[src/rtl/systolic_pkg.sv]
// systolic_pkg: state encoding and latency constants shared by the sequencer and its bench.
package systolic_pkg;
    typedef enum logic [1:0] {IDLE, FEED, FLUSH, CAPTURE} state_t;
    function automatic int feed_len(input int n);
        return n;
    endfunction
    function automatic int flush_len(input int n);
        return 2 * n - 2;
    endfunction
    function automatic int total_len(input int n);
        return 3 * n;
    endfunction
endpackage

[src/rtl/skew_line.sv]
// skew_line: DEPTH-stage delay line used to skew one systolic feed lane; DEPTH=0 is a wire.
module skew_line #(
    parameter int WIDTH = 32,
    parameter int DEPTH = 1
) (
    input  logic             clk,
    input  logic             rst_n,
    input  logic [WIDTH-1:0] din,
    output logic [WIDTH-1:0] dout
);
    if (DEPTH == 0) begin : g_wire
        assign dout = din;
    end else begin : g_reg
        logic [WIDTH-1:0] sr [DEPTH];
        always_ff @(posedge clk or negedge rst_n)
            if (!rst_n) begin
                for (int j = 0; j < DEPTH; j++) sr[j] <= '0;
            end else begin
                sr[0] <= din;
                for (int j = 1; j < DEPTH; j++) sr[j] <= sr[j-1];
            end
        assign dout = sr[DEPTH-1];
    end
endmodule

[src/rtl/systolic_sequencer.sv]
// systolic_sequencer: feeds skewed A rows / B columns into an N x N systolic array and captures its result.
module systolic_sequencer
    import systolic_pkg::*;
#(
    parameter int W = 32,
    parameter int N = 3
) (
    input  logic             i_clk,
    input  logic             i_rst_n,
    input  logic             i_start,
    input  logic             i_acc,
    input  logic [W*N*N-1:0] i_A,
    input  logic [W*N*N-1:0] i_B,
    input  logic [W*N*N-1:0] i_C,
    output logic [W*N-1:0]   o_A,
    output logic [W*N-1:0]   o_B,
    output logic             o_en,
    output logic             o_sync,
    output logic             o_busy,
    output logic             o_done,
    output logic [W*N*N-1:0] o_C
);
    localparam int FEED_LEN  = feed_len(N);
    localparam int FLUSH_LEN = flush_len(N);
    localparam int CW        = $clog2(total_len(N));

    state_t          state, state_n;
    logic [CW-1:0]   k, k_n;
    logic [W*N*N-1:0] a_q, b_q;
    logic            acc_q;
    logic [W-1:0]    row [N];
    logic [W-1:0]    col [N];

    always_ff @(posedge i_clk or negedge i_rst_n)
        if (!i_rst_n) begin
            state <= IDLE;
            k     <= '0;
        end else begin
            state <= state_n;
            k     <= k_n;
        end

    always_comb begin
        state_n = state;
        k_n     = k;
        o_en    = (state == FEED) || (state == FLUSH);
        o_sync  = (state == FEED) && (k == '0) && !acc_q;
        o_busy  = state != IDLE;
        unique case (state)
            IDLE: if (i_start) begin
                state_n = FEED;
                k_n     = '0;
            end
            FEED: if (k == CW'(FEED_LEN - 1)) begin
                state_n = FLUSH;
                k_n     = '0;
            end else k_n = k + 1'b1;
            FLUSH: if (k == CW'(FLUSH_LEN - 1)) begin
                state_n = CAPTURE;
                k_n     = '0;
            end else k_n = k + 1'b1;
            default: state_n = IDLE;
        endcase
    end

    always_ff @(posedge i_clk or negedge i_rst_n)
        if (!i_rst_n) begin
            a_q    <= '0;
            b_q    <= '0;
            acc_q  <= 1'b0;
            o_C    <= '0;
            o_done <= 1'b0;
        end else begin
            o_done <= state == CAPTURE;
            if (state == CAPTURE) o_C <= i_C;
            if (state == IDLE && i_start) begin
                a_q   <= i_A;
                b_q   <= i_B;
                acc_q <= i_acc;
            end
        end

    // Unskewed feed: column k of A into the row lanes, row k of B into the column lanes.
    always_comb
        for (int r = 0; r < N; r++) begin
            row[r] = (state == FEED) ? a_q[(r * N + int'(k)) * W +: W] : '0;
            col[r] = (state == FEED) ? b_q[(int'(k) * N + r) * W +: W] : '0;
        end

    assign o_A[W-1:0] = row[0];
    assign o_B[W-1:0] = col[0];

    for (genvar i = 1; i < N; i++) begin : g_skew
        skew_line #(.WIDTH(W), .DEPTH(i)) u_a (
            .clk  (i_clk),
            .rst_n(i_rst_n),
            .din  (row[i]),
            .dout (o_A[i*W +: W])
        );
        skew_line #(.WIDTH(W), .DEPTH(i)) u_b (
            .clk  (i_clk),
            .rst_n(i_rst_n),
            .din  (col[i]),
            .dout (o_B[i*W +: W])
        );
    end
endmodule

[config.mk]
export PLATFORM = sky130hd
export DESIGN_NAME = systolic_sequencer
export DESIGN_NICKNAME = d
export VERILOG_FILES = /design/src/rtl/systolic_pkg.sv /design/src/rtl/skew_line.sv /design/src/rtl/systolic_sequencer.sv
export SDC_FILE = /design/constraint.sdc
export NUM_CORES = 1
export LEC_CHECK = 0
export BUFFER_PORTS_ARGS = -buffer_cell sky130_fd_sc_hd__buf_2
export CORE_AREA = 2 2 527 529
export DETAILED_ROUTE_END_ITERATION = 8
export DIE_AREA = 0 0 529 531
export GPL_TIMING_DRIVEN = 1
export PLACE_DENSITY = 0.43
export SYNTH_ARGS = -nofsm -noshare
export SYNTH_HDL_FRONTEND = slang
export SYNTH_HIERARCHICAL = 1
export SYNTH_SLANG_ARGS = --single-unit
export TNS_END_PERCENT = 100
[constraint.sdc]
create_clock -name i_clk -period 3.35 [get_ports i_clk]
set_clock_uncertainty 0.2 [all_clocks]
set_input_delay 0.335 -clock i_clk [delete_from_list [all_inputs] [get_ports i_clk]]
set_output_delay 0.335 -clock i_clk [all_outputs]
set_load 0.1 [all_outputs]
* Word-level counts from Yosys, hierarchy flattened
Cells that the tools add are included.
Storage, ports and cells: register bits after elaboration 1064, input port bits 868, logic and storage cells 58, output and inout port bits 484
Cells by class: reduce and logical (&&, ||, !) cells 11, multipliers 1, shift-type cells 6, $add $sub $neg 5, mux-type cells 14, eq/ne operators 8
Operators with widths (number):
- 288-bit by 11-bit indexed part select with 32-bit output | 2
- 288-bit by 32-bit indexed part select with 32-bit output | 2
- 288-bit by 10-bit indexed part select with 32-bit output | 1
- 288-bit by 13-bit indexed part select with 32-bit output | 1
- 32-bit 2-to-1 mux | 6
- 27-bit by 2-bit adder with 27-bit output (second input constant) | 1
- 4-bit 2-to-1 mux | 3
- 4-bit one-hot mux with 3 select lines | 1
- 4-bit by 2-bit == test with 1-bit output (second input constant) | 2
- 6-bit by 2-bit adder with 7-bit output (second input constant) | 1
- 4-bit by 2-bit multiplier with 6-bit output (second input constant) | 1
- 2-bit 2-to-1 mux | 3
- 2-bit one-hot mux with 3 select lines | 1
- 2-bit by 4-bit adder with 5-bit output (first input constant) | 1
- 3-bit by 4-bit adder with 5-bit output (first input constant) | 1
- 4-bit by 1-bit adder with 4-bit output (second input constant) | 1
- 2-bit == test (second input constant) | 2
- 4-bit zero test | 1
- 2-bit inequality test (second input constant) | 2
- 1-bit logical AND | 3
- 3-bit AND reduction | 1
- 3-bit nonzero test | 1
- 2-bit by 1-bit == test with 1-bit output (second input constant) | 1
- 2-bit zero test | 1
- other kinds (5) | 5

* Longest topological paths before layout
Gate-level depths: netlist of the first run.
depth after elaboration 4, mapped depth 11, gate-level depth less buffers 7

* By module
Netlist of the first run, hierarchy kept.
By module, submodules not included:
- systolic_sequencer | cells each 3140, seq. area each 21820.9 sq um, instances 1, area each 41875.2 sq um
- skew_line (g_skew[2].u_a ...) | cells each 96, seq. area each 1601.5 sq um, instances 2, area each 1841.8 sq um
- skew_line (g_skew[1].u_a ...) | cells each 32, seq. area each 800.8 sq um, instances 2, area each 800.8 sq um

* Least setup slack after synthesis of the first run
Ideal clock, no wire load.
path type reg2reg, start point reg k[1], end point reg g_skew[1].u_b.g_reg.sr (netlist bit g_skew[1].u_b/dout[0]), library setup time 0.080 ns, setup slack 0.493 ns, data required time 3.070 ns, clock period less this slack 2.857 ns, arrival 2.576 ns, buffers on the path 4, cell stages (with the launch flop) 12, path through dfrtp_1 > inv_2 > buf_2 > ha_1 > buf_2 > and2_1 > buf_2 > xnor2_1 > nor4_2 > o221ai_2 > buf_6 > nor3_2
RTL lines:
- start, declared | line systolic_sequencer.sv:28 | logic [CW-1:0] k, k_n;
- start signal, assigned | line systolic_sequencer.sv:40 | k <= k_n;
- end, declared | line skew_line.sv:14 | logic [WIDTH-1:0] sr [DEPTH];

* Worst setup path after layout of the first run
start point reg k[0], end point out o_A[5]
On the way: longest elaborated chain between the ends 2
Ends and longest elaborated chain:
- 288-bit by 10-bit indexed part select with 32-bit output | line systolic_sequencer.sv:86 | row[r] = (state == FEED) ? a_q[(r * N + int'(k)) * W +: W] : '0;
- 32-bit 2-to-1 mux | line systolic_sequencer.sv:86
- end, declared | line systolic_sequencer.sv:15 | output logic [W*N-1:0] o_A,
No other way between the ends.

==> flow_summary.ini, run 1 <==
[route]
vias = 38286
drc = 0
first_iter_violations = 2007
wl_um = 264400
drt-wirelength-per-cell_um = 28.08
ant_nets = 0
drtPass1Iterations = 5
vias_per_cell = 4.065

[finish]
final_layout_size_suffix_gt1_share_pct = 51.29
final_area_um2 = 75470
nNetsFinal = 6527
mostFrequentLayoutCell = buf_2
fillCellCount = 28614
fin_util_pct = 27.41
layout_common_cells = buf_2, dfrtp_1, dlygate4sd3_1
areaGrowthSynthToFinish_pct = 60.03

[timing]
finalCriticalPeriod_ps = 3460
fmax_ghz = 0.2891
hold_violations = 0
setup_slack_ps = -109.6
maxSlewViolCount = 0
slew_headroom_pct = 47.29
rsz0062_at_grt = yes
finalCritPeriodShare_pct = 103.3
worst_pin_slew_ps = 796.1
setup_violations = 40

[global_route]
grt_max_degree = 92
overflow = 0
grt_pass1_vias = 41009
grt_usage_pct = 18.02
grt_first_pass_wirelength_um = 349100
antenna_found_initial = 128

[floorplan]
die_y_um = 531
rows = 193
die-area_um2 = 280900
start_util_pct = 17.13
die_w_um = 529
coreArea_um2 = 275300
io-pin-count = 1352

[synthesis]
synth_enable_flop_cells = 0
syn_inst = 3396
synth.avg_cell_area_um2 = 13.89
yosysWarnings = 6
yosysUniqueCellTypes = 51
ys_ff_latch = 1064
yosysSeqAreaShare_pct = 56.46
syn-num-nets = 4279
netlist_area_um2 = 47160
ys.flop_type = dfrtp_1
synthArstFlopShare_pct = 100.0

[run_status]
violations = negative setup slack
status = finished with violations

[critical_path]
required_ps = 2810
worstPathArrival_ps = 2920
path_class = reg2out
crit_path_end_kind = output port
max_stage_delay_ps = 510
crit_slowest_cell = dfrtp_4
path_cells = buf_16 -> buf_8 -> buf_16 -> mux2i_4 -> mux4_2 -> o21ai_4 -> buf_12
cp-start-kind = flop
crit_top_cell = buf_16
crit_fanout = 8

[clock_tree]
clkSlewWorstSetupHoldPaths_ps = 60
cts_tree = done
max-clock-path-buffers = 4
cts.htree.levels = 4
numCtsBuffers = 145
cts_root_buffer = clkbuf_16
clkLatencyLatePin_ps = 800
numClockSinks = 1064

[power_and_ir_drop]
leakagePower_nw = 32.95
powerDensity_nw_per_um2 = 1204
ir_drop_mv = 0.6382

[placed_design]
hpwl_um = 198400
globalplace.congestion = 0.8856
detailed_place.area_um2 = 59360
portBuffers = 1351

[worst_hold_path]
min-delay-path-class = in2reg

[run]
max-cap-violations = 0
-- critical path, delay by kind of cell (launching register included) --
kind	cells	cell delay, ps
muxes	2	720
buffers and inverters	4	700
DFF	1	510
AOI/OAI and AO/OA	1	190
-- registers in the layout, indices dropped and copies added, names as in the netlist --
| name | cells |
|---|---|
| a_q | 288 |
| g_skew.u_b/g_reg.sr | 32 |
| g_skew.u_a/dout | 64 |
| b_q | 288 |
| o_C | 288 |
| acc_q | 1 |
| g_skew.u_a/g_reg.sr | 32 |
| o_done | 1 |
| state | 2 |
| k | 4 |
| g_skew.u_b/dout | 64 |
-- path summary, 6_finish.rpt --
check                      cells past startpoint                                  from                                    to  slack, ps
max reg2reg                                   10                      k[0]$_DFFE_PN0P_      g_skew[1].u_b/dout[25]$_DFF_PN0_        100
min reg2reg                                    0  g_skew[2].u_a/g_reg.sr[62]$_DFF_PN0_      g_skew[2].u_a/dout[30]$_DFF_PN0_        140
max in group asynchronous                      4                               i_rst_n                  o_C[113]$_DFFE_PN0P_       1980
min                                            3                                i_A[5]                    a_q[5]$_DFFE_PN0P_         90
min in group asynchronous                      3                               i_rst_n  g_skew[2].u_b/g_reg.sr[47]$_DFF_PN0_        300
max                                            7                      k[0]$_DFFE_PN0P_                                o_A[5]       -110
-- kinds of logic (layout without fill, tap and decap cells) --
kind of cell | count (synthesis) | after routing | synth area share, %
buf+inv | 369 | 2721 | 4.165
other cells | 0 | 64 | 0
fa+ha+maj | 15 | 15 | 0.4139
mux | 1218 | 1218 | 30.70
flops | 1064 | 1064 | 56.46
compound gates | 338 | 338 | 4.516
xor+xnor | 5 | 5 | 0.1486
simple gates | 387 | 387 | 3.600
-- routing by layer --
layer	routed length [µm]	GRT usage (%)	vias to the layer above
met5	345	0	-
met4	12860	7.762	52
met3	16290	4.242	470
met2	138000	33.35	1490
met1	97000	19.41	19544
li1	-	-	16730
-- stage by stage --
stage               TNS [ps]  power, mW  worst slack [ps]  hold WS (ps)  instances
CTS                    -8062      91.40            -251.6         2.708       9296
global route           -9631      94.72            -233.2         49.06       9402
detailed placement         0      72.80             196.1         134.7       8131
global placement           0      72.49             227.9         131.5       8131
finish                 -2244      90.85            -109.6         93.19       9419
floorplan                  0      57.68             493.2        -160.6       3396
-- cell type report --
cell class	instances	area (µm²)	area share, %
clock inverter	57	658.1	0.8720
inverter	9	61.31	0.08124
antenna	64	160.2	0.2122
tap	3607	4513	5.980
timing repair buffer	2461	20000	26.50
multi-input combinational	1963	19380	25.68
clock buffer	194	4065	5.386
sequential	1064	26630	35.29
-- synthesized netlist by cell type, drive strengths merged (3+ instances only) --
cell type	count	area share [%]
a21oi	134	1.4
a2bb2oi	30	0.56
a32o	30	0.64
buf	204	2.9
clkbuf	156	1.2
dfrtp	1064	56
ha	14	0.37
inv	9	0.072
mux2	867	21
mux2i	255	5.4
mux4	96	4.6
nand2	75	0.60
nand3	4	0.042
nor2	262	2.1
nor2b	3	0.040
nor3	32	0.66
o21ai	99	1.1
o221ai	31	0.59
xnor2	4	0.13
-- where the power goes --
part           internal, mW  leakage [nW]  switching (mW)
Sequential             19.2          12.9            5.44
Clock                  9.27          2.30            6.46
Combinational          15.8          17.7            34.7
-- what timing repair did --
action | CTS | global route
pin swaps | 7 | 36
hold endpoints to repair | 1667 | 0
gates cloned | 15 | 10
setup endpoints to repair | 64 | 61
resized for setup | 154 | 100
hold buffers | 876 | 0
setup buffers | 23 | 54
No activity file was read; power rests on OpenSTA's default activity.
==> inputs of run 2 (changes only) <==
--- a/config.mk
+++ b/config.mk
@@ -5,10 +5,11 @@
 export SDC_FILE = /design/constraint.sdc
 export NUM_CORES = 1
 export LEC_CHECK = 0
+export ABC_AREA = 1
 export BUFFER_PORTS_ARGS = -buffer_cell sky130_fd_sc_hd__buf_2
-export CORE_AREA = 2 2 527 529
+export CORE_AREA = 2 2 530 532
 export DETAILED_ROUTE_END_ITERATION = 8
-export DIE_AREA = 0 0 529 531
+export DIE_AREA = 0 0 532 534
 export GPL_TIMING_DRIVEN = 1
 export PLACE_DENSITY = 0.43
 export SYNTH_ARGS = -nofsm -noshare
==> flow_summary.ini, run 2 <==
[timing]
finalCritPeriodShare_pct = 100.9
rsz0062_at_grt = yes
fmax_ghz = 0.2958
holdWs_ps = 86.41
hold_violations = 0
slew_headroom_pct = 25.56
finalCriticalPeriod_ps = 3381
maxSlewViolCount = 0
worst_pin_slew_ps = 1105
setup_slack_ps = -30.93
final.setup.tns_ps = -84.51
setup_violations = 4

[route]
vias = 45319
drtPass1Iterations = 5
wl_met3_um = 18780
wl_met2_um = 145200
wl_um = 308300
drc = 0
drt-met1-wl_um = 133200
first_iter_violations = 3403
top_layer = met5
drt-wirelength-per-cell_um = 28.88
ant_nets = 0
vias_per_cell = 4.245

[synthesis]
ys_top_cells_by_count = dfrtp_1, nand2_1, mux2_2
ys.flop_type = dfrtp_1
syn_inst = 4598
synth_enable_flop_cells = 0
yosysWarnings = 6
synth_top_area_share_pct = 55.67
yosys-top-cells-area = dfrtp_1, mux2_2, nand2_1, a21oi_1, nor2_1
yosysMostFrequentCell = dfrtp_1
synth.avg_cell_area_um2 = 10.40
synthArstFlopShare_pct = 100.0
yosysUniqueCellTypes = 34
yosysSeqAreaShare_pct = 55.67
syn-num-nets = 5481
netlist_area_um2 = 47820
ys_ff_latch = 1064
yosysTopAreaCell = dfrtp_1

[worst_hold_path]
min-delay-path-class = in2reg
min-delay-start = i_A[136]

[finish]
final_layout_size_suffix_gt1_share_pct = 41.01
top_regs = a_q: 288 flops, b_q: 288 flops, o_C: 288 flops
register_area_um2 = 26640
multiInputGateArea_um2 = 19520
mostFrequentLayoutCell = buf_2
fin_util_pct = 27.50
layout_common_cells = buf_2, dfrtp_1, dlygate4sd3_1
areaGrowthSynthToFinish_pct = 60.09
fillCellCount = 29444
nNetsFinal = 7683

[floorplan]
coreArea_um2 = 278400
rows = 194
start_util_pct = 17.18
die_w_um = 532
io-pin-count = 1352
die_y_um = 534
die-area_um2 = 284100

[placed_design]
portBuffers = 1351
hpwl_um = 234900
globalplace.congestion = 0.9329

[critical_path]
required_ps = 2810
r2r_start = k[0]$_DFFE_PN0P_
worstPathArrival_ps = 2850
cp-start-kind = flop
crit_path_start = k[0]$_DFFE_PN0P_
crit_fanout = 8
path_class = reg2out
crit_path_end_kind = output port

[run_status]
violations = negative setup slack
status = finished with violations

[clock_tree]
cts.htree.levels = 4
numClockSinks = 1064
clkSlewWorstSetupHoldPaths_ps = 50
clkLatencyLatePin_ps = 810
numCtsBuffers = 144
max-clock-path-buffers = 4
cts_tree = done
cts_root_buffer = clkbuf_16

[global_route]
antenna_found_initial = 122
grt_first_pass_wirelength_um = 408300
grt_usage_pct = 20.70
overflow = 0
grt_max_degree = 101
grt_pass1_vias = 45836

[run]
max-cap-violations = 0
## run 2: path summary, 6_finish.rpt
check | endpoint | slack (ps) | cells after the start
setup / recovery | o_A[24] | -30 | 8
hold / removal | a_q[136]$_DFFE_PN0P_ | 90 | 3
setup reg to reg | g_skew[1].u_b/dout[11]$_DFF_PN0_ | 260 | 12
hold reg to reg | g_skew[2].u_a/dout[7]$_DFF_PN0_ | 150 | 0
max in group asynchronous | a_q[138]$_DFFE_PN0P_ | 1110 | 4
min in group asynchronous | a_q[260]$_DFFE_PN0P_ | 560 | 3
## run 2: cells by family after synthesis
family | share of synthesized area, %
buf+inv | 6.454
simple gates | 11.13
flops | 55.67
compound gates | 8.861
mux | 17.43
xor+xnor | 0.03663
fa+ha+maj | 0.4081
## run 2: layout make-up
| cell class | instances | area share (%) |
|---|---|---|
| antenna | 48 | 0.1569 |
| clock buffer | 216 | 5.592 |
| clock inverter | 33 | 0.4641 |
| inverter | 193 | 0.9887 |
| multi-input combinational | 2915 | 25.49 |
| sequential | 1064 | 34.79 |
| tap | 3724 | 6.086 |
| timing repair buffer | 2480 | 26.41 |
| timing repair inverter | 2 | 0.02288 |
## run 2: repair_timing
| action | CTS | global route |
|---|---|---|
| hold buffers | 888 | 0 |
| pin swaps | 45 | 67 |
| setup buffers | 17 | 18 |
| resized for setup | 351 | 183 |
| endpoints found under the setup margin | 65 | 67 |
| gates cloned | 22 | 15 |
| hold endpoints to repair | 1388 | 0 |
## run 2: through the flow
step | area, µm² | cells | setup WS [ps]
final | 76560 | 10675 | -30.93
after global routing | 76530 | 10662 | -111.1
after CTS | 75320 | 10597 | -129.3
after detailed placement | 59900 | 9421 | 89.73
after global placement | 59900 | 9421 | 112.3
after floorplan | 47820 | 4598 | 73.08
## run 2: per-layer routing
metal	GRT usage (%)	vias to the layer above
met5	0	-
met4	6.372	46
met3	4.001	457
met2	34.23	1921
met1	27.15	23169
li1	-	19726
## run 2: worst max-delay path, stage by stage, from the launching register on
cell and delay [ps]:
dfrtp_4 500, buf_12 170, buf_16 160, buf_16 160
buf_12 140, nor2_1 400, nand2_1 180, nand2_4 110
buf_12 170
Power of run 2 is not shown: default switching activity piles up to over one toggle a cycle in this logic, so the estimate is an artifact.
